--- config.mk ---
export PLATFORM = sky130hd
export DESIGN_NAME = dac_write_module
export DESIGN_NICKNAME = d
export VERILOG_FILES = /design/src/rtl/dac_write_module.sv
export SDC_FILE = /design/constraint.sdc
export NUM_CORES = 1
export LEC_CHECK = 0
export CORE_UTILIZATION = 35
export CTS_BUF_LIST = sky130_fd_sc_hd__clkbuf_8
export CTS_CLUSTER_DIAMETER = 30
export DETAILED_ROUTE_END_ITERATION = 16
export PLACE_DENSITY_LB_ADDON = 0.2
export SLEW_MARGIN = 20
export SYNTH_ARGS = -nofsm -noshare
export SYNTH_HDL_FRONTEND = slang
export SYNTH_SLANG_ARGS = --single-unit
export TNS_END_PERCENT = 30
--- constraint.sdc ---
create_clock -name clk_i -period 2.4 [get_ports clk_i]
set_clock_uncertainty 0.1 [all_clocks]
set_input_delay 0.24 -clock clk_i [delete_from_list [all_inputs] [get_ports clk_i]]
set_output_delay 0.24 -clock clk_i [all_outputs]
set_load 0.01 [all_outputs]
--- src/rtl/dac_write_module.sv ---
// Write-only SPI master for an external DAC: MSB-first mode-0 frames framed by cs_n_o,
// followed by an optional LDAC strobe and an idle gap before the next word is accepted.
`timescale 1ns/1ps

module dac_write_module #(
    parameter int unsigned DATA_WIDTH = 16,
    parameter int unsigned CLK_DIV    = 4,
    parameter int unsigned CS_SETUP   = 2,
    parameter int unsigned CS_HOLD    = 2,
    parameter int unsigned LDAC_CYC   = 2,
    parameter int unsigned GAP_CYC    = 4
) (
    input  logic                  clk_i,
    input  logic                  rst,
    input  logic [DATA_WIDTH-1:0] data_i,
    input  logic                  data_valid_i,
    output logic                  data_ready_o,
    output logic                  sck_o,
    output logic                  cs_n_o,
    output logic                  mosi_o,
    output logic                  ldac_n_o,
    output logic                  busy_o,
    output logic                  done_o,
    output logic [15:0]           frame_cnt_o
);

    localparam int unsigned CntW = 16;
    localparam int unsigned BitW = (DATA_WIDTH > 1) ? $clog2(DATA_WIDTH) : 1;

    localparam logic [CntW-1:0] SetupLast = CntW'(CS_SETUP - 1);
    localparam logic [CntW-1:0] HalfLast  = CntW'(CLK_DIV - 1);
    localparam logic [CntW-1:0] BitLast   = CntW'(2 * CLK_DIV - 1);
    localparam logic [CntW-1:0] HoldLast  = CntW'(CS_HOLD - 1);
    localparam logic [CntW-1:0] LdacLast  = CntW'(LDAC_CYC - 1);
    localparam logic [CntW-1:0] GapLast   = CntW'(GAP_CYC - 1);
    localparam logic [BitW-1:0] LastBit   = BitW'(DATA_WIDTH - 1);

    typedef enum logic [2:0] {StIdle, StSetup, StShift, StHold, StLdac, StGap} state_e;

    state_e                state_q;
    logic [CntW-1:0]       cyc_q;
    logic [BitW-1:0]       bit_q;
    logic [DATA_WIDTH-1:0] shreg_q;
    logic [DATA_WIDTH-1:0] shreg_next;
    logic                  finish;

    assign shreg_next = shreg_q << 1;

    // Last cycle of the frame, wherever the zero-length LDAC/GAP states collapse it to.
    always_comb begin
        finish = 1'b0;
        if (state_q == StHold && cyc_q == HoldLast && LDAC_CYC == 0 && GAP_CYC == 0) begin
            finish = 1'b1;
        end
        if (state_q == StLdac && cyc_q == LdacLast && GAP_CYC == 0) begin
            finish = 1'b1;
        end
        if (state_q == StGap && cyc_q == GapLast) begin
            finish = 1'b1;
        end
    end

    always_ff @(posedge clk_i or posedge rst) begin
        if (rst) begin
            state_q      <= StIdle;
            cyc_q        <= '0;
            bit_q        <= '0;
            shreg_q      <= '0;
            data_ready_o <= 1'b0;
            sck_o        <= 1'b0;
            cs_n_o       <= 1'b1;
            mosi_o       <= 1'b0;
            ldac_n_o     <= 1'b1;
            busy_o       <= 1'b0;
            done_o       <= 1'b0;
            frame_cnt_o  <= '0;
        end else begin
            done_o <= 1'b0;
            unique case (state_q)
                StIdle: begin
                    data_ready_o <= 1'b1;
                    if (data_valid_i && data_ready_o) begin
                        shreg_q      <= data_i;
                        cs_n_o       <= 1'b0;
                        mosi_o       <= data_i[DATA_WIDTH-1];
                        data_ready_o <= 1'b0;
                        busy_o       <= 1'b1;
                        cyc_q        <= '0;
                        bit_q        <= '0;
                        state_q      <= StSetup;
                    end
                end
                StSetup: begin
                    if (cyc_q == SetupLast) begin
                        cyc_q   <= '0;
                        state_q <= StShift;
                    end else begin
                        cyc_q <= cyc_q + CntW'(1);
                    end
                end
                StShift: begin
                    // mosi_o only moves on the edge that drops sck_o, so it is stable while high.
                    if (cyc_q == BitLast) begin
                        sck_o <= 1'b0;
                        cyc_q <= '0;
                        if (bit_q == LastBit) begin
                            state_q <= StHold;
                        end else begin
                            bit_q   <= bit_q + BitW'(1);
                            shreg_q <= shreg_next;
                            mosi_o  <= shreg_next[DATA_WIDTH-1];
                        end
                    end else begin
                        if (cyc_q == HalfLast) begin
                            sck_o <= 1'b1;
                        end
                        cyc_q <= cyc_q + CntW'(1);
                    end
                end
                StHold: begin
                    if (cyc_q == HoldLast) begin
                        cs_n_o <= 1'b1;
                        mosi_o <= 1'b0;
                        cyc_q  <= '0;
                        if (LDAC_CYC != 0) begin
                            ldac_n_o <= 1'b0;
                            state_q  <= StLdac;
                        end else begin
                            state_q <= StGap;
                        end
                    end else begin
                        cyc_q <= cyc_q + CntW'(1);
                    end
                end
                StLdac: begin
                    if (cyc_q == LdacLast) begin
                        ldac_n_o <= 1'b1;
                        cyc_q    <= '0;
                        state_q  <= StGap;
                    end else begin
                        cyc_q <= cyc_q + CntW'(1);
                    end
                end
                StGap: begin
                    cyc_q <= cyc_q + CntW'(1);
                end
                default: begin
                    state_q <= StIdle;
                end
            endcase

            if (finish) begin
                data_ready_o <= 1'b1;
                busy_o       <= 1'b0;
                done_o       <= 1'b1;
                frame_cnt_o  <= frame_cnt_o + 16'd1;
                cyc_q        <= '0;
                state_q      <= StIdle;
            end
        end
    end

endmodule

# After elaboration in Yosys (flattened, before gate mapping)
# Cells that the tools add are included.
word_totals:
  register_bits: 61
  inputBits: 19
  out_inout_bits: 23
  wordCells: 96
op_classes:
  add_sub_neg: 3
  n_eq_ne: 21
  muxes: 40
  n_reduce_logical: 20
op_table:
  columns: ["operator", "n"]
  rows:
  - ["$mux 16", 4]
  - ["$pmux 16 s4", 1]
  - ["$mux 15", 3]
  - ["$add 16x1->16 const B", 2]
  - ["$pmux 15 s2", 1]
  - ["$mux 3", 7]
  - ["$pmux 3 s6", 1]
  - ["$eq 16x1->1 const B", 1]
  - ["$eq 16x2->1 const B", 1]
  - ["$eq 16x3->1 const B", 1]
  - ["$mux 1", 16]
  - ["$mux 4", 3]
  - ["$ne 3x3->1 const B", 4]
  - ["$reduce_bool 2->1", 6]
  - ["$ne 2x2->1 const B", 4]
  - ["$pmux 4 s2", 1]
  - ["$reduce_and 7->1", 1]
  - ["$eq 3x2->1 const B", 2]
  - ["$eq 3x3->1 const B", 2]
  - ["$ne 3x2->1 const B", 2]
  - ["$reduce_and 2->1", 3]
  - ["$reduce_and 3->1", 2]
  - ["$reduce_and 5->1", 1]
  - ["$reduce_bool 5->1", 1]
  - ["11 further kinds", 14]

# Longest topological paths before layout
# Gate-level depths: netlist of the first run.
depth:
  depth_word: 5
  mapped_depth: 8
  ltp_nobuf: 7

# Worst setup path before layout of the first run
# OpenSTA, ideal clock, no wires.
synth_path:
  kind: "register to register"
  start: "reg cyc_q[0]"
  end: "reg bit_q[3]"
  setup_time_ns: 0.077
  t_arrival_ns: 2.277
  required_ns: 2.223
  path_slack_ns: -0.055
  path_stages_with_launch: 9
  path_buffers: 2
  synth_period_minus_slack_ns: 2.455
  path_cell_list: "dfrtp_1 > ha_1 > clkbuf_1 > or4bb_1 > nor4_4 > a21oi_1 > clkbuf_1 > or3_1 > a21oi_1"
synth_between:
  elab_chain_len: 3
synth_rtl:
  columns: ["item", "line", "text"]
  rows:
  - ["start: declaration", "41", "logic [CntW-1:0] cyc_q;"]
  - ["start signal: assignment", "98", "cyc_q <= cyc_q + CntW'(1);"]
  - ["start signal: assignment", "117", "cyc_q <= cyc_q + CntW'(1);"]
  - ["start signal: assignment", "132", "cyc_q <= cyc_q + CntW'(1);"]
  - ["$eq 16x3->1", "103", "if (cyc_q == BitLast) begin"]
  - ["$ne 2x2->1 (no line)", null, null]
  - ["$reduce_and 4->1 (no line)", null, null]
  - ["end signal: assignment", "109", "bit_q <= bit_q + BitW'(1);"]
  - ["end: declaration", "42", "logic [BitW-1:0] bit_q;"]
# No other way between the ends.
# A chain may end at the register's enable or synchronous reset.

# Final worst setup path of the first run
layout_path:
  start: "reg cyc_q[12]"
  end: "reg bit_q[3]"
# Same word-level chain as after synthesis.

==> results by group, run 1 <==
Clock network
  – Clock buffer depth: 2
  – CTS sink cnt: 61
  – CTS clock-pin slew for the worst setup and hold paths: 0.07 ns
  – CTS buffer count: 9
  – Clk_lat worst skew: 0.34 ns
  – Clock root buffer: clkbuf_8
  – H-tree depth: 3
  – Cts hold-fix bufs: 0
  – CTS tree: built

Floorplan
  – Ports: 42
  – Die width: 97.5 um
  – Die Ht: 97.5 um
  – Core Region: 8760 sq um
  – # rows: 34
  – Starting Density: 36.5%
  – Full die area: 9510 sq um

Power and ir drop
  – Sequential Power Share: 39.8%
  – Leak: 1.82 nW
  – PD cells: 754 nW/um^2
  – Peak supply drop: 0.341 mV
  – Net Switching: 977 uW
  – Switching share of power: 30.3%
  – Clk network pwr share: 32.8%
  – Pint: 2.24 mW
  – Tot Pwr: 3.22 mW
  – Combinational share of power: 27.4%

Route
  – Post-DRT Antenna Nets: 0
  – Iter 0 DRT Violations: 88
  – Number of remaining DRC errors: 0
  – Number of vias per cell: 5.19
  – Wire per inst: 13.7 um
  – Final wirelength: 7190 um
  – Pre-antenna DRT Iters: 4
  – Via count: 2718

Worst setup path
  – Crit path buffers/inverters: 1
  – Worst stage delay on the critical path: 0.61 ns
  – Crit. End Element: flip-flop
  – R2r endpoint: bit_q[3]$_DFFE_PP0P_
  – Crit path DAT: 2.50 ns
  – Worst endpoint required time: 2.56 ns
  – Worst setup SP type: flip-flop
  – Beginning of the worst register-to-register path: cyc_q[12]$_DFFE_PP0P_
  – Flop2flop setup slack: 0.05 ns
  – CP max-delay cell: or4_4
  – Critical path cell sequence: or4_4, nor4_4, a21oi_2, buf_6, or3_1, a21oi_1
  – Setup Crit Path Kind: flip-flop to flip-flop
  – R2R cell count: 6
  – Largest delay share family, worst path: simple AND/OR/NAND/NOR gates
  – CP max FO: 23

Yosys
  – Mapped cell area: 3190 sq um
  – Synthesized net count: 358
  – Synth warn: 0
  – Synth Flop Type: dfrtp_1
  – Unique masters post-synth: 52
  – Synth async-reset ratio: 100%
  – Register bit total from synthesis: 61
  – Synth Area in Compound Gates: 15.6%
  – Post-synthesis mux area share: 0.666%
  – Fraction of the mapped netlist area in simple logic gates: 26.0%
  – Sequential element share of the synthesized area: 47.9%
  – Syn Inst Count: 335
  – Synth Area in XOR/XNOR: 4.39%
  – Post-synth EDFFs: 0
  – Main combinational cell family by area after synthesis: simple AND/OR/NAND/NOR gates
  – Syn avg cell area: 9.54 sq um
  – Post-Synth Adder-Cell Area: 1.57%

Global route
  – First-pass GRT wire length: 12600 um
  – Total gr overflow: 0
  – Largest net degree at the start of global routing: 26
  – Gr usage total: 16.3%
  – Vias in the first global route: 2615
  – Antenna violations before repair: 0

Placed design
  – Cell Area, Placed: 3980 sq um
  – GPL Wtd Cong: 0.795
  – Hpwl dp: 5280 um
  – Port Buffers: 41
  – Placed instance count: 505

Timing
  – RSZ-0062 raised after global routing: yes
  – Peak Freq: 0.426 GHz
  – Tmin final: 2.35 ns
  – Final Setup Violations: 0
  – Hold slack: 0.135 ns
  – Crit share post-route: 97.8%
  – Hold Fails Final Rpt: 0
  – Worst slew margin: 69.6%
  – Slew Limit Fails: 0
  – Slew @ Worst Pin: 0.455 ns

Outcome
  – Status: complete, no violations

Layout
  – Final instance area: 4270 sq um
  – Layout cell share with drive strength beyond 1: 22.6%
  – Antenna diodes: 0
  – Nets: 434
  – Post-layout util: 48.8%
  – Final Instance Count excl. Fillers: 524
  – Layout area overhead: 33.8%

Run
  – Max Cap Violations: 0

Min path
  – Worst hold path class: input port to async pin
worst max-delay path by stage:
stage	from	endpoint	cells past startpoint
6_report	cyc_q[12]$_DFFE_PP0P_	bit_q[3]$_DFFE_PP0P_	6
3_3_place_gp	cyc_q[12]$_DFFE_PP0P_	frame_cnt_o[9]$_DFFE_PP0N_	5
4_1_cts	cyc_q[11]$_DFFE_PP0P_	frame_cnt_o[8]$_DFFE_PP0N_	6
3_5_place_dp	cyc_q[11]$_DFFE_PP0P_	frame_cnt_o[8]$_DFFE_PP0N_	6
5_1_grt	cyc_q[1]$_DFFE_PP0P_	cyc_q[7]$_DFFE_PP0P_	8
2_1_floorplan	cyc_q[1]$_DFFE_PP0P_	cyc_q[3]$_DFFE_PP0P_	8
kinds of logic (layout without fill, tap and decap cells):
family / after synthesis / in the layout
mux: 2 / 2
simple gates: 152 / 152
compound gates: 68 / 68
buf+inv: 32 / 113
flops: 61 / 61
fa+ha+maj: 4 / 4
xor+xnor: 16 / 16
cell usage in the layout (no fill, tap or decap), types with 11 or more instances in the layout:
cell	n
o21ai_0	18
clkbuf_8	11
nand2_1	47
nand3_1	15
buf_4	43
clkdlybuf4s50_1	41
o221a_2	14
nor2_1	25
or3_1	18
dfrtp_1	59
synthesized netlist by cell type, types with 4 or more instances:
| library cell | count | share of area (%) |
|---|---|---|
| a21oi_1 | 8 | 1.3 |
| and4_1 | 5 | 1.4 |
| clkbuf_1 | 16 | 1.9 |
| dfrtp_1 | 59 | 46 |
| ha_1 | 4 | 1.6 |
| inv_1 | 11 | 1.3 |
| nand2_1 | 47 | 5.5 |
| nand3_1 | 15 | 2.4 |
| nand4_1 | 9 | 1.8 |
| nor2_1 | 25 | 2.9 |
| nor2b_1 | 4 | 0.78 |
| nor3_1 | 4 | 0.63 |
| nor4_1 | 7 | 1.4 |
| o211ai_1 | 7 | 1.6 |
| o21ai_0 | 18 | 2.8 |
| o221a_2 | 14 | 4.9 |
| o22ai_1 | 5 | 0.98 |
| or3_1 | 18 | 3.5 |
| xnor2_1 | 7 | 1.9 |
| xor2_1 | 9 | 2.5 |
what timing repair did:
action / CTS / global route
resized for setup: 0 / 7
setup buffers: 0 / 3
endpoints found under the hold margin: 0 / 0
setup endpoints to repair: 0 / 41
routing by layer:
metal	GRT usage [%]	vias up	routed length, um
met5	0	-	0
met4	5.09	0	100
met3	4.89	11	314
met2	25.1	41	3190
met1	22.0	1293	3580
li1	-	1373	-
flip-flops by register name, summed over array words and instances, names as in the netlist:
signal and cells:
cyc_q 16, shreg_q 15, sck_o 1, done_o 1, state_q 3, data_ready_o 1, frame_cnt_o 16, ldac_n_o 1
bit_q 4, mosi_o 1, cs_n_o 1, busy_o 1
cell type report:
cell class              count  area [sq um]
clock buffers              11           151
clock inverters             5          82.6
fillers                   829          4490
inverters                  11          41.3
multi-input cells         242          1570
flip-flops and latches     61          1530
well taps                 108           135
repair buffers             86           764
through the flow:
stage | setup slack (ns) | TNS (ns)
CTS | 0.0337 | 0
floorplan | 0.00298 | 0
global placement | 0.0827 | 0
global route | -0.0774 | -0.531
finish | 0.0536 | 0
detailed placement | 0.0562 | 0
power by group through the flow:
| stage | clock, mW | sequential (mW) | combinational [mW] |
|---|---|---|---|
| 2_1_floorplan | 0 | 1.29 | 0.512 |
| 3_3_place_gp | 0 | 1.29 | 0.844 |
| 3_5_place_dp | 0 | 1.30 | 0.856 |
| 4_1_cts | 1.08 | 1.28 | 0.862 |
| 5_1_grt | 1.13 | 1.31 | 0.991 |
| 6_report | 1.06 | 1.28 | 0.884 |
No activity file was read; power rests on OpenSTA's default activity.
==> run 2, diff against run 1 <==
--- a/config.mk
+++ b/config.mk
@@ -10,7 +10,6 @@
 export CTS_CLUSTER_DIAMETER = 30
 export DETAILED_ROUTE_END_ITERATION = 16
 export PLACE_DENSITY_LB_ADDON = 0.2
-export SLEW_MARGIN = 20
 export SYNTH_ARGS = -nofsm -noshare
 export SYNTH_HDL_FRONTEND = slang
 export SYNTH_SLANG_ARGS = --single-unit
==> results of run 2 <==
The final DEF is identical to that of run 1; final timing and power are the same.
